--- config.mk ---
export PLATFORM = sky130hd
export DESIGN_NAME = cdb_scheduler
export DESIGN_NICKNAME = d
export VERILOG_FILES = /design/src/rtl/cdb_pkg.sv /design/src/rtl/cdb_result_fifo.sv /design/src/rtl/cdb_scheduler.sv
export SDC_FILE = /design/constraint.sdc
export NUM_CORES = 1
export LEC_CHECK = 0
export ABC_AREA = 1
export CORE_UTILIZATION = 59
export CTS_CLUSTER_DIAMETER = 100
export DETAILED_ROUTE_END_ITERATION = 7
export PLACE_DENSITY = 0.84
export SLEW_MARGIN = 20
export SYNTH_ARGS = -nofsm -noshare
export SYNTH_HDL_FRONTEND = slang
export SYNTH_SLANG_ARGS = --single-unit
--- constraint.sdc ---
create_clock -name clk -period 10.4 [get_ports clk]
set_input_delay 1.56 -clock clk [delete_from_list [all_inputs] [get_ports clk]]
set_output_delay 1.56 -clock clk [all_outputs]
set_load 0.02 [all_outputs]
--- src/rtl/cdb_pkg.sv ---
// Shared definitions for the common-data-bus scheduler: requester indices,
// default field geometry and the payload layout carried on the bus.
package cdb_pkg;

    localparam int NREQ        = 4;
    localparam int CDB_WIDTH   = 31;
    localparam int CDB_ROB     = 2;
    localparam int CDB_CONTROL = 5;

    typedef enum logic [1:0] {
        REQ_ALU    = 2'd0,
        REQ_BRANCH = 2'd1,
        REQ_LSU    = 2'd2,
        REQ_MUL    = 2'd3
    } req_idx_e;

    // Field order matches the flat payload vector packed inside the scheduler.
    typedef struct packed {
        logic [CDB_WIDTH:0]   result;
        logic [CDB_ROB:0]     rob;
        logic [CDB_WIDTH:0]   target;
        logic                 isControl;
        logic [CDB_CONTROL:0] pcControl;
    } cdb_payload_t;

    function automatic logic [1:0] rr_next(input logic [1:0] idx);
        return idx + 2'd1;
    endfunction

endpackage

--- src/rtl/cdb_result_fifo.sv ---
// Small per-requester result buffer; pointers wrap naturally since DEPTH is a power of two.
module cdb_result_fifo #(
    parameter int W     = 8,
    parameter int DEPTH = 2
) (
    input  logic                       clk_i,
    input  logic                       rst_i,
    input  logic                       flush_i,
    input  logic                       push_i,
    input  logic                       pop_i,
    input  logic [W-1:0]               data_i,
    output logic [$clog2(DEPTH):0]     count_o,
    output logic [W-1:0]               head_o
);
    localparam int AW = $clog2(DEPTH);
    localparam int CW = AW + 1;

    logic [W-1:0]  mem_q [DEPTH];
    logic [AW-1:0] rd_q, wr_q;
    logic [CW-1:0] cnt_q;
    logic          do_push, do_pop;

    assign do_push = push_i && (cnt_q < CW'(DEPTH)) && !flush_i;
    assign do_pop  = pop_i && (cnt_q != '0) && !flush_i;

    always_ff @(posedge clk_i or posedge rst_i) begin
        if (rst_i) begin
            rd_q  <= '0;
            wr_q  <= '0;
            cnt_q <= '0;
        end else if (flush_i) begin
            rd_q  <= '0;
            wr_q  <= '0;
            cnt_q <= '0;
        end else begin
            if (do_push) wr_q <= wr_q + AW'(1);
            if (do_pop)  rd_q <= rd_q + AW'(1);
            case ({do_push, do_pop})
                2'b10:   cnt_q <= cnt_q + CW'(1);
                2'b01:   cnt_q <= cnt_q - CW'(1);
                default: cnt_q <= cnt_q;
            endcase
        end
    end

    // Storage carries no reset; occupancy alone decides what is valid.
    always_ff @(posedge clk_i) begin
        if (do_push) mem_q[wr_q] <= data_i;
    end

    assign count_o = cnt_q;
    assign head_o  = mem_q[rd_q];

endmodule

--- src/rtl/cdb_scheduler.sv ---
// Arbitrates four functional-unit result buffers round-robin onto a single registered CDB.
module cdb_scheduler
    import cdb_pkg::*;
#(
    parameter int WIDTH   = CDB_WIDTH,
    parameter int ROB     = CDB_ROB,
    parameter int CONTROL = CDB_CONTROL,
    parameter int DEPTH   = 2
) (
    input  logic                         clk,
    input  logic                         reset,
    input  logic                         flush,
    input  logic [NREQ-1:0]              reqValid,
    output logic [NREQ-1:0]              reqReady,
    input  logic [NREQ*(WIDTH+1)-1:0]    reqResult,
    input  logic [NREQ*(WIDTH+1)-1:0]    reqTarget,
    input  logic [NREQ*(ROB+1)-1:0]      reqRob,
    input  logic [NREQ-1:0]              reqIsControl,
    input  logic [NREQ*(CONTROL+1)-1:0]  reqPcControl,
    output logic                         cdbValid,
    output logic [WIDTH:0]               cdbResult,
    output logic [WIDTH:0]               cdbTarget,
    output logic [ROB:0]                 cdbRob,
    output logic                         cdbIsControl,
    output logic [CONTROL:0]             cdbPcControl,
    output logic [1:0]                   cdbSource
);
    localparam int PW = 2 * (WIDTH + 1) + (ROB + 1) + 1 + (CONTROL + 1);
    localparam int CW = $clog2(DEPTH) + 1;

    logic [PW-1:0]   head [NREQ];
    logic [CW-1:0]   cnt  [NREQ];
    logic [NREQ-1:0] nonempty, push, pop;

    logic            grant_vld;
    logic [1:0]      grant_idx, cand;

    logic            cdb_vld_q, cdb_vld_d;
    logic [PW-1:0]   payload_q, payload_d;
    logic [1:0]      src_q, src_d;
    logic [1:0]      ptr_q, ptr_d;

    for (genvar g = 0; g < NREQ; g++) begin : g_req
        logic [PW-1:0] din;
        assign din = {reqResult[g*(WIDTH+1) +: WIDTH+1],
                      reqRob[g*(ROB+1) +: ROB+1],
                      reqTarget[g*(WIDTH+1) +: WIDTH+1],
                      reqIsControl[g],
                      reqPcControl[g*(CONTROL+1) +: CONTROL+1]};

        assign reqReady[g] = (cnt[g] < CW'(DEPTH));
        assign nonempty[g] = (cnt[g] != '0);
        assign push[g]     = reqValid[g] && reqReady[g];
        assign pop[g]      = grant_vld && (grant_idx == 2'(g));

        cdb_result_fifo #(.W(PW), .DEPTH(DEPTH)) u_fifo (
            .clk_i   (clk),
            .rst_i   (reset),
            .flush_i (flush),
            .push_i  (push[g]),
            .pop_i   (pop[g]),
            .data_i  (din),
            .count_o (cnt[g]),
            .head_o  (head[g])
        );
    end

    // Scan from the farthest offset down so the nearest non-empty buffer after ptr_q wins.
    always_comb begin
        grant_vld = 1'b0;
        grant_idx = ptr_q;
        cand      = '0;
        for (int k = NREQ - 1; k >= 0; k--) begin
            cand = ptr_q + 2'(k);
            if (nonempty[cand]) begin
                grant_vld = 1'b1;
                grant_idx = cand;
            end
        end
    end

    always_comb begin
        cdb_vld_d = grant_vld && !flush;
        payload_d = payload_q;
        src_d     = src_q;
        ptr_d     = ptr_q;
        if (flush) begin
            ptr_d = '0;
        end else if (grant_vld) begin
            payload_d = head[grant_idx];
            src_d     = grant_idx;
            ptr_d     = rr_next(grant_idx);
        end
    end

    always_ff @(posedge clk or posedge reset) begin
        if (reset) begin
            cdb_vld_q <= 1'b0;
            payload_q <= '0;
            src_q     <= '0;
            ptr_q     <= '0;
        end else begin
            cdb_vld_q <= cdb_vld_d;
            payload_q <= payload_d;
            src_q     <= src_d;
            ptr_q     <= ptr_d;
        end
    end

    assign cdbValid  = cdb_vld_q;
    assign cdbSource = src_q;
    assign {cdbResult, cdbRob, cdbTarget, cdbIsControl, cdbPcControl} = payload_q;

endmodule
=== After elaboration in Yosys (flattened, before gate mapping) ===
Memory sizes are Yosys's and may differ from the RTL's.
Index checks and enable logic that the tools add are counted.

* Flip-flop bits (word level): 95
* RAM bits: 592
* Input bits: 303
* Output and inout port bits: 81
* Word-level logic and storage cells: 160
* Memories kept: 4

{| class="wikitable"
|+ Memory list
! name !! words !! width !! rd ports !! clocked after memory_dff !! wr ports !! RTL line !! text
|-
| g_req[0].u_fifo.mem_q || 2 || 74 || 1 || 0 || 1 || cdb_result_fifo.sv:18 || <nowiki>logic [W-1:0] mem_q [DEPTH];</nowiki>
|-
| g_req[1].u_fifo.mem_q || 2 || 74 || 1 || 0 || 1 || cdb_result_fifo.sv:18 ||
|-
| g_req[2].u_fifo.mem_q || 2 || 74 || 1 || 0 || 1 || cdb_result_fifo.sv:18 ||
|-
| g_req[3].u_fifo.mem_q || 2 || 74 || 1 || 0 || 1 || cdb_result_fifo.sv:18 ||
|}

* $add $sub $neg: 20
* Order comparisons: 9
* Equality and inequality tests: 11
* Multiplexer cells: 53
* Bitwise operators: 2
* Reduce and logical (&&, ||, !) cells: 45

{| class="wikitable"
|+ Operator list
! cell !! count
|-
| $bmux W74 S2 || 1
|-
| $mux W74 || 2
|-
| $mux W1 || 32
|-
| $reduce_bool A2 Y1 || 13
|-
| $logic_and A1 B1 Y1 || 25
|-
| $mux W2 || 10
|-
| $pmux W2 S2 || 4
|-
| $add A2 B1 Y2 const B || 6
|-
| $eq A2 B2 Y1 const B || 6
|-
| $lt A2 B3 Y1 const B || 4
|-
| $reduce_bool A3 Y1 || 4
|-
| $eq A2 B1 Y1 const B || 5
|-
| $add A1 B1 Y1 const B || 8
|-
| $bmux W1 S2 || 4
|-
| $lt A2 B2 Y1 const B || 4
|-
| $sub A2 B1 Y2 const B || 4
|-
| $add A2 B2 Y2 const B || 2
|-
| $ge A3 B3 Y1 const B || 1
|-
| $not A2 Y3 || 1
|-
| $logic_not A2 Y1 || 1
|-
| $reduce_and A2 Y1 || 1
|-
| $logic_not A1 Y1 || 1
|-
| $not A1 Y1 || 1
|}

=== Logic depth before layout (Yosys ltp) ===
* Depth after elaboration: 14
* Depth in mapped cells: 20
* Gate-level depth less buffers: 17

=== Cells and area by module ===
A second synthesis with hierarchy kept.

* Cell total of the unflattened synthesis: 2909
* Area total of the unflattened synthesis: 29364.4 µm²

{| class="wikitable"
|+ By module, submodules not included
! module !! times used !! cells each !! area an instance (µm²) !! seq. area each (µm²)
|-
| cdb_result_fifo || 4 || 424 || 5617.9 || 4544.4
|-
| cdb_scheduler || 1 || 1213 || 6892.9 || 1976.9
|}

=== Least setup slack after synthesis ===
Ideal clock, no wire load.

* Path kind: input port to flip-flop
* Start: input flush
* End: memory g_req[1].u_fifo.mem_q[0][0] in the netlist's numbering, enable pin
* Arrival: 5.305 ns
* Required time: 9.893 ns
* Path slack: 4.588 ns
* Stages on the path: 5
* Path buffers: 2
* Cell sequence: clkbuf_1 > inv_1 > clkbuf_1 > nand2_1 > nor2_1

* Cells in the longest elaborated chain, start to end: 4

{| class="wikitable"
|+ RTL lines
! element !! RTL line !! text
|-
| start, declared || cdb_scheduler.sv:12 || <nowiki>input logic flush,</nowiki>
|-
| $logic_not A1 Y1 || cdb_result_fifo.sv:23 || <nowiki>assign do_push = push_i && (cnt_q < CW'(DEPTH)) && !flush_i;</nowiki>
|-
| $logic_and A1 B1 Y1 || cdb_result_fifo.sv:23 ||
|-
| $mux W1 || cdb_result_fifo.sv:48 || <nowiki>if (do_push) mem_q[wr_q] <= data_i;</nowiki>
|-
| $mux W1 (implied by the code) || cdb_result_fifo.sv:48 ||
|-
| end, declared || cdb_result_fifo.sv:18 ||
|}

No other way between the ends.

=== Final worst setup path ===
* Start: register g_req[0].u_fifo.cnt_q[1]
* End: register g_req[1].u_fifo.cnt_q[1]

* Cells in the longest elaborated chain, start to end: 14

{| class="wikitable"
|+ RTL lines
! element !! RTL line !! text
|-
| start, declared || cdb_result_fifo.sv:20 || <nowiki>logic [CW-1:0] cnt_q;</nowiki>
|-
| start signal, assigned || cdb_result_fifo.sv:39 || <nowiki>2'b10: cnt_q <= cnt_q + CW'(1);</nowiki>
|-
| start signal, assigned || cdb_result_fifo.sv:40 || <nowiki>2'b01: cnt_q <= cnt_q - CW'(1);</nowiki>
|-
| start signal, assigned || cdb_result_fifo.sv:41 || <nowiki>default: cnt_q <= cnt_q;</nowiki>
|-
| $reduce_bool A2 Y1 (*) || cdb_scheduler.sv:52 || <nowiki>assign nonempty[g] = (cnt[g] != '0);</nowiki>
|-
| $bmux W1 S2 || cdb_scheduler.sv:75 || <nowiki>if (nonempty[cand]) begin</nowiki>
|-
| $mux W1 (implied by the code) || cdb_scheduler.sv:75 ||
|-
| $mux W2 (4 in series) || cdb_scheduler.sv:75 ||
|-
| $eq A2 B1 Y1 || cdb_scheduler.sv:54 || <nowiki>assign pop[g] = grant_vld && (grant_idx == 2'(g));</nowiki>
|-
| $logic_and A1 B1 Y1 (*) || cdb_scheduler.sv:54 ||
|-
| $logic_and A1 B1 Y1 (*) (2 in series) || cdb_result_fifo.sv:24 || <nowiki>assign do_pop = pop_i && (cnt_q != '0) && !flush_i;</nowiki>
|-
| $eq A2 B1 Y1 or $eq A2 B2 Y1 (tied branches) || cdb_result_fifo.sv:38 || <nowiki>case ({do_push, do_pop})</nowiki>
|-
| $pmux W2 S2 || cdb_result_fifo.sv:38 ||
|-
| $mux W2 || cdb_result_fifo.sv:31 || <nowiki>end else if (flush_i) begin</nowiki>
|-
| end signal, assigned || cdb_result_fifo.sv:39 ||
|-
| end signal, assigned || cdb_result_fifo.sv:40 ||
|-
| end signal, assigned || cdb_result_fifo.sv:41 ||
|-
| end, declared || cdb_result_fifo.sv:20 ||
|}

Every way passes the cells marked *; elsewhere a longest branch is shown, timed or not. The select of a mux whose other input is x is not followed.
A chain may end at the register's enable or synchronous reset.

==> summary.md <==
| Metric | Value |
|---|---|
| Status | finished clean |
| Setup crit end kind | register |
| Ys Warns | 0 |
| Port buffer count | about 380 |
| # fillers | 2,765 |
| Crit path launch type | register |
| Root buffer cell | clkbuf_16 |
| RSZ-0062 raised after global routing | false |
| Maximum vdd ir drop | approximately 0.00035 V |
| Sequential-to-total area share from yosys stat | ~73% |
| Fin crit period | approximately 4.5 ns |
| Largest net degree at the start of global routing | between 100 and 150 |
| Synthesis-to-layout area growth | 23.8% |
| Post-route ant nets | 0 |
| Hpwl dp | 46,200 um |
| Total die area | approximately 48,000 um2 |
| Layout cell share with drive strength beyond 1 | between 5 and 6% |
| MaxCap Viol Count | 0 |
| Routed len/inst | between 20 and 25 um |
| Num CTS Buffers | 67 |
| CP Cell Sequence | nor2_1 -> nand2_1 -> nand3_1 -> nand2_1 -> inv_1 -> nand2_2 -> nand2_4 -> nand2_8 -> buf_4 -> nor2_1 -> nand3_1 -> a21oi_1 -> nand2_1 -> nand2_1 |
| GRT Util Overall | a little under a third |
| Clock Tree Buf Depth | 3 |
| Drt first-iter violations | roughly 2,600 |
| Cell mode on critical path | nand2_1 |
| Critical path arrival | a little over 5 ns |
| Post-route DRC | 0 |
| Seq cells post-synth | 687 |
| Post-Synthesis Cells | around 2,400 |
| # Post-CTS Setup Buffers | 0 |
| Initial Util | ~60% |
| Endpoints failing hold | 0 |
| Crit-path max cell delay | between 0.9 and 1 ns |
| Achievable Freq | ~220 MHz |
| Min-Delay Path Depth | 2 |
| Vias in the first global route | 19,600 |
| Reg clk slew, reported paths | about 0.070 ns |
| DP Worst Slack | around 5.5 ns |
| Min Hold Slack | around 0.49 ns |
| Vias post-DR | approximately 20,000 |
| CTS tree | yes |
| Final nets | around 3,000 |
| Core footprint | about 46,000 um2 |
| Final setup viols | 0 |
| Slew headroom | a little under a quarter |
| IO Pins | approximately 380 |
| GRT Residual Overflow | 0 |
| Hold Buf Count CTS | 0 |
| CP max FO | approximately 110 |
| Clk sinks | approximately 700 |
| Leak pwr | roughly 0.013 uW |
| 1st-pass router iterations | 8 |
| Register-to-Register Path Depth | 14 |
| Depth of the CTS H-tree | 3 |
| Final Max Slew Viols | 0 |
| Slowest cell on crit path | nor2_1 |
| Final core utilization | 74.7% |
| Hold Crit Class | reg -> reg |
| Post-CTS sizing | 0 |
| Required @ worst endpoint | ~11 ns |
| Critical path class | reg -> reg |
| Post-Syn Nets | between 2,000 and 3,000 |
| Routed WL | ~75,000 um |
| Period utilization | 43.4% |
| Overall die height | between 200 and 250 um |
| Yosys cell types | 30 |
| Mean Syn Cell Area | 11.7 um2 |
| Final WS setup | between 5 and 6 ns |
| Initial antenna violation count | 20 |
| PnR Total Power | between 9000 and 10,000 uW |
| Actual slew at the worst max-slew pin | about 1.1 ns |
| FP Rows | 78 |
| Mapped Area | 27,500 um2 |
| First-pass GRT wire length | roughly 110,000 um |
| Vias per cell | roughly 5.8 |
| Fin Clk Skew | around 0.034 ns |
| Die X | between 200 and 250 um |
| GPL Wtd Cong | roughly 0.85 |
| Clock Latency Late Sink | slightly above 0.6 ns |
| Pwr/cell area | 289 nW/um2 |
| Final TNS setup | 0 ns |
[critical path: cells and delay by family (launching register included)]
| kind | cells | cell delay [ns] |
|---|---|---|
| AOI/OAI and AO/OA | 1 | 0.27 |
| and+or+nand+nor | 11 | 3.03 |
| buffers and inverters | 2 | 0.71 |
| DFF | 1 | 0.39 |
[final cells by class]
class | count | area [um2] | share of cell area (%)
diodes | 18 | 45.0 | 0.132
multi-input cells | 1469 | 6630 | 19.4
repair buffers | 402 | 4030 | 11.8
inverters | 81 | 314 | 0.921
flip-flops and latches | 687 | 20200 | 59.1
clock inverters | 31 | 284 | 0.833
well taps | 600 | 751 | 2.20
clock buffers | 91 | 1880 | 5.51
[report_power, final]
| group | internal [uW] | switching, uW | total (uW) |
|---|---|---|---|
| Clock | 1380 | 1030 | 2400 |
| Sequential | 3400 | 274 | 3670 |
| Combinational | 1190 | 2600 | 3790 |
| Total | 5960 | 3900 | 9870 |
[synthesized netlist by cell type]
| cell type | instances | share of area (%) |
|---|---|---|
| buf_4 | 8 | 0.22 |
| o21bai_1 | 2 | 0.055 |
| buf_1 | 11 | 0.15 |
| buf_6 | 7 | 0.29 |
| nor2_1 | 98 | 1.3 |
| inv_1 | 74 | 1.0 |
| nand3_1 | 38 | 0.69 |
| and3_1 | 1 | 0.023 |
| a21oi_1 | 18 | 0.33 |
| o21ai_0 | 57 | 1.0 |
| nand3_2 | 1 | 0.036 |
| nor2_4 | 1 | 0.041 |
| dfrtp_1 | 95 | 8.6 |
| nand4_1 | 21 | 0.48 |
| a31oi_1 | 43 | 0.98 |
| nor2_2 | 2 | 0.045 |
| inv_2 | 6 | 0.082 |
| a21boi_1 | 1 | 0.027 |
| inv_4 | 1 | 0.023 |
| edfxtp_1 | 592 | 65 |
| xor2_1 | 1 | 0.032 |
| o22ai_1 | 1 | 0.023 |
| nand2_1 | 1033 | 14 |
| buf_2 | 30 | 0.55 |
| nand2_2 | 5 | 0.11 |
| o21ai_1 | 52 | 0.94 |
| nand2_4 | 2 | 0.082 |
| clkbuf_1 | 58 | 0.79 |
| nand3_4 | 1 | 0.064 |
| mux2i_1 | 91 | 3.3 |
[stage by stage]
step                instances  area, um2
global placement         3237      31800
global route             3379      34100
floorplan                2351      27500
CTS                      3360      34000
detailed placement       3238      31800
finish                   3379      34100
[cells in the final DEF, fill, tap and decap left out, types with 2 or more instances in the layout]
master,n
buf_4,11
clkdlybuf4s50_1,383
inv_6,6
clkinv_1,6
nand3_1,38
diode_2,18
dfrtp_1,91
a31oi_1,43
nand4_1,21
clkbuf_8,9
clkbuf_1,14
nand2_1,1033
o21ai_1,52
buf_6,6
a21oi_1,18
nor2_4,11
inv_4,2
o21ai_0,57
nor2_1,89
edfxtp_1,592
mux2i_1,91
nand2_4,2
clkbuf_16,68
clkinv_2,13
inv_1,71
inv_2,7
bufinv_16,4
dfrtp_4,4
o21bai_1,2
nand2_2,4
[flip-flops by register name, summed over array words and instances, names as in the netlist]
| name | flops |
|---|---|
| g_req.u_fifo.mem_q | 592 |
| g_req.u_fifo.rd_q | 4 |
| payload_q | 74 |
| g_req.u_fifo.wr_q | 4 |
| g_req.u_fifo.count_o | 8 |
| cdbValid | 1 |
| cdbSource | 2 |
| ptr_q | 2 |
[logic make-up (layout without fill, tap and decap cells)]
| group | count (synthesis) | in the layout | share of synthesized area (%) |
|---|---|---|---|
| AO/OA/AOI/OAI | 174 | 174 | 3.39 |
| buffers and inverters | 195 | 605 | 3.10 |
| AND/OR/NAND/NOR | 1203 | 1203 | 17.0 |
| flip-flops | 687 | 687 | 73.2 |
| other | 0 | 18 | 0 |
| multiplexers | 91 | 91 | 3.31 |
| XOR/XNOR | 1 | 1 | 0.0318 |
[path summary, 6_finish.rpt]
check | from | end | slack, ns
max reg2reg | g_req[0].u_fifo.count_o[1] | g_req[1].u_fifo.count_o[1] | 5.89
max | g_req[0].u_fifo.count_o[1] | g_req[1].u_fifo.count_o[1] | 5.89
max in group asynchronous | reset | g_req[3].u_fifo.rd_q | 7.68
min in group asynchronous | reset | payload_q[64] | 1.33
min reg2reg | payload_q[71] | payload_q[71] | 0.49
min | payload_q[71] | payload_q[71] | 0.49
[routing by layer]
layer  vias to the layer above  track usage, %  share of wire [%]  wire length [um]
li1                       8697               -                  -                 -
met2                      1195            51.2                 49             36900
met4                         4            18.2                5.6              4200
met5                         -               0              0.036                27
met3                       232            5.10                9.8              7400
met1                      9445            41.1                 35             26700
No activity file was read; power rests on OpenSTA's default activity.
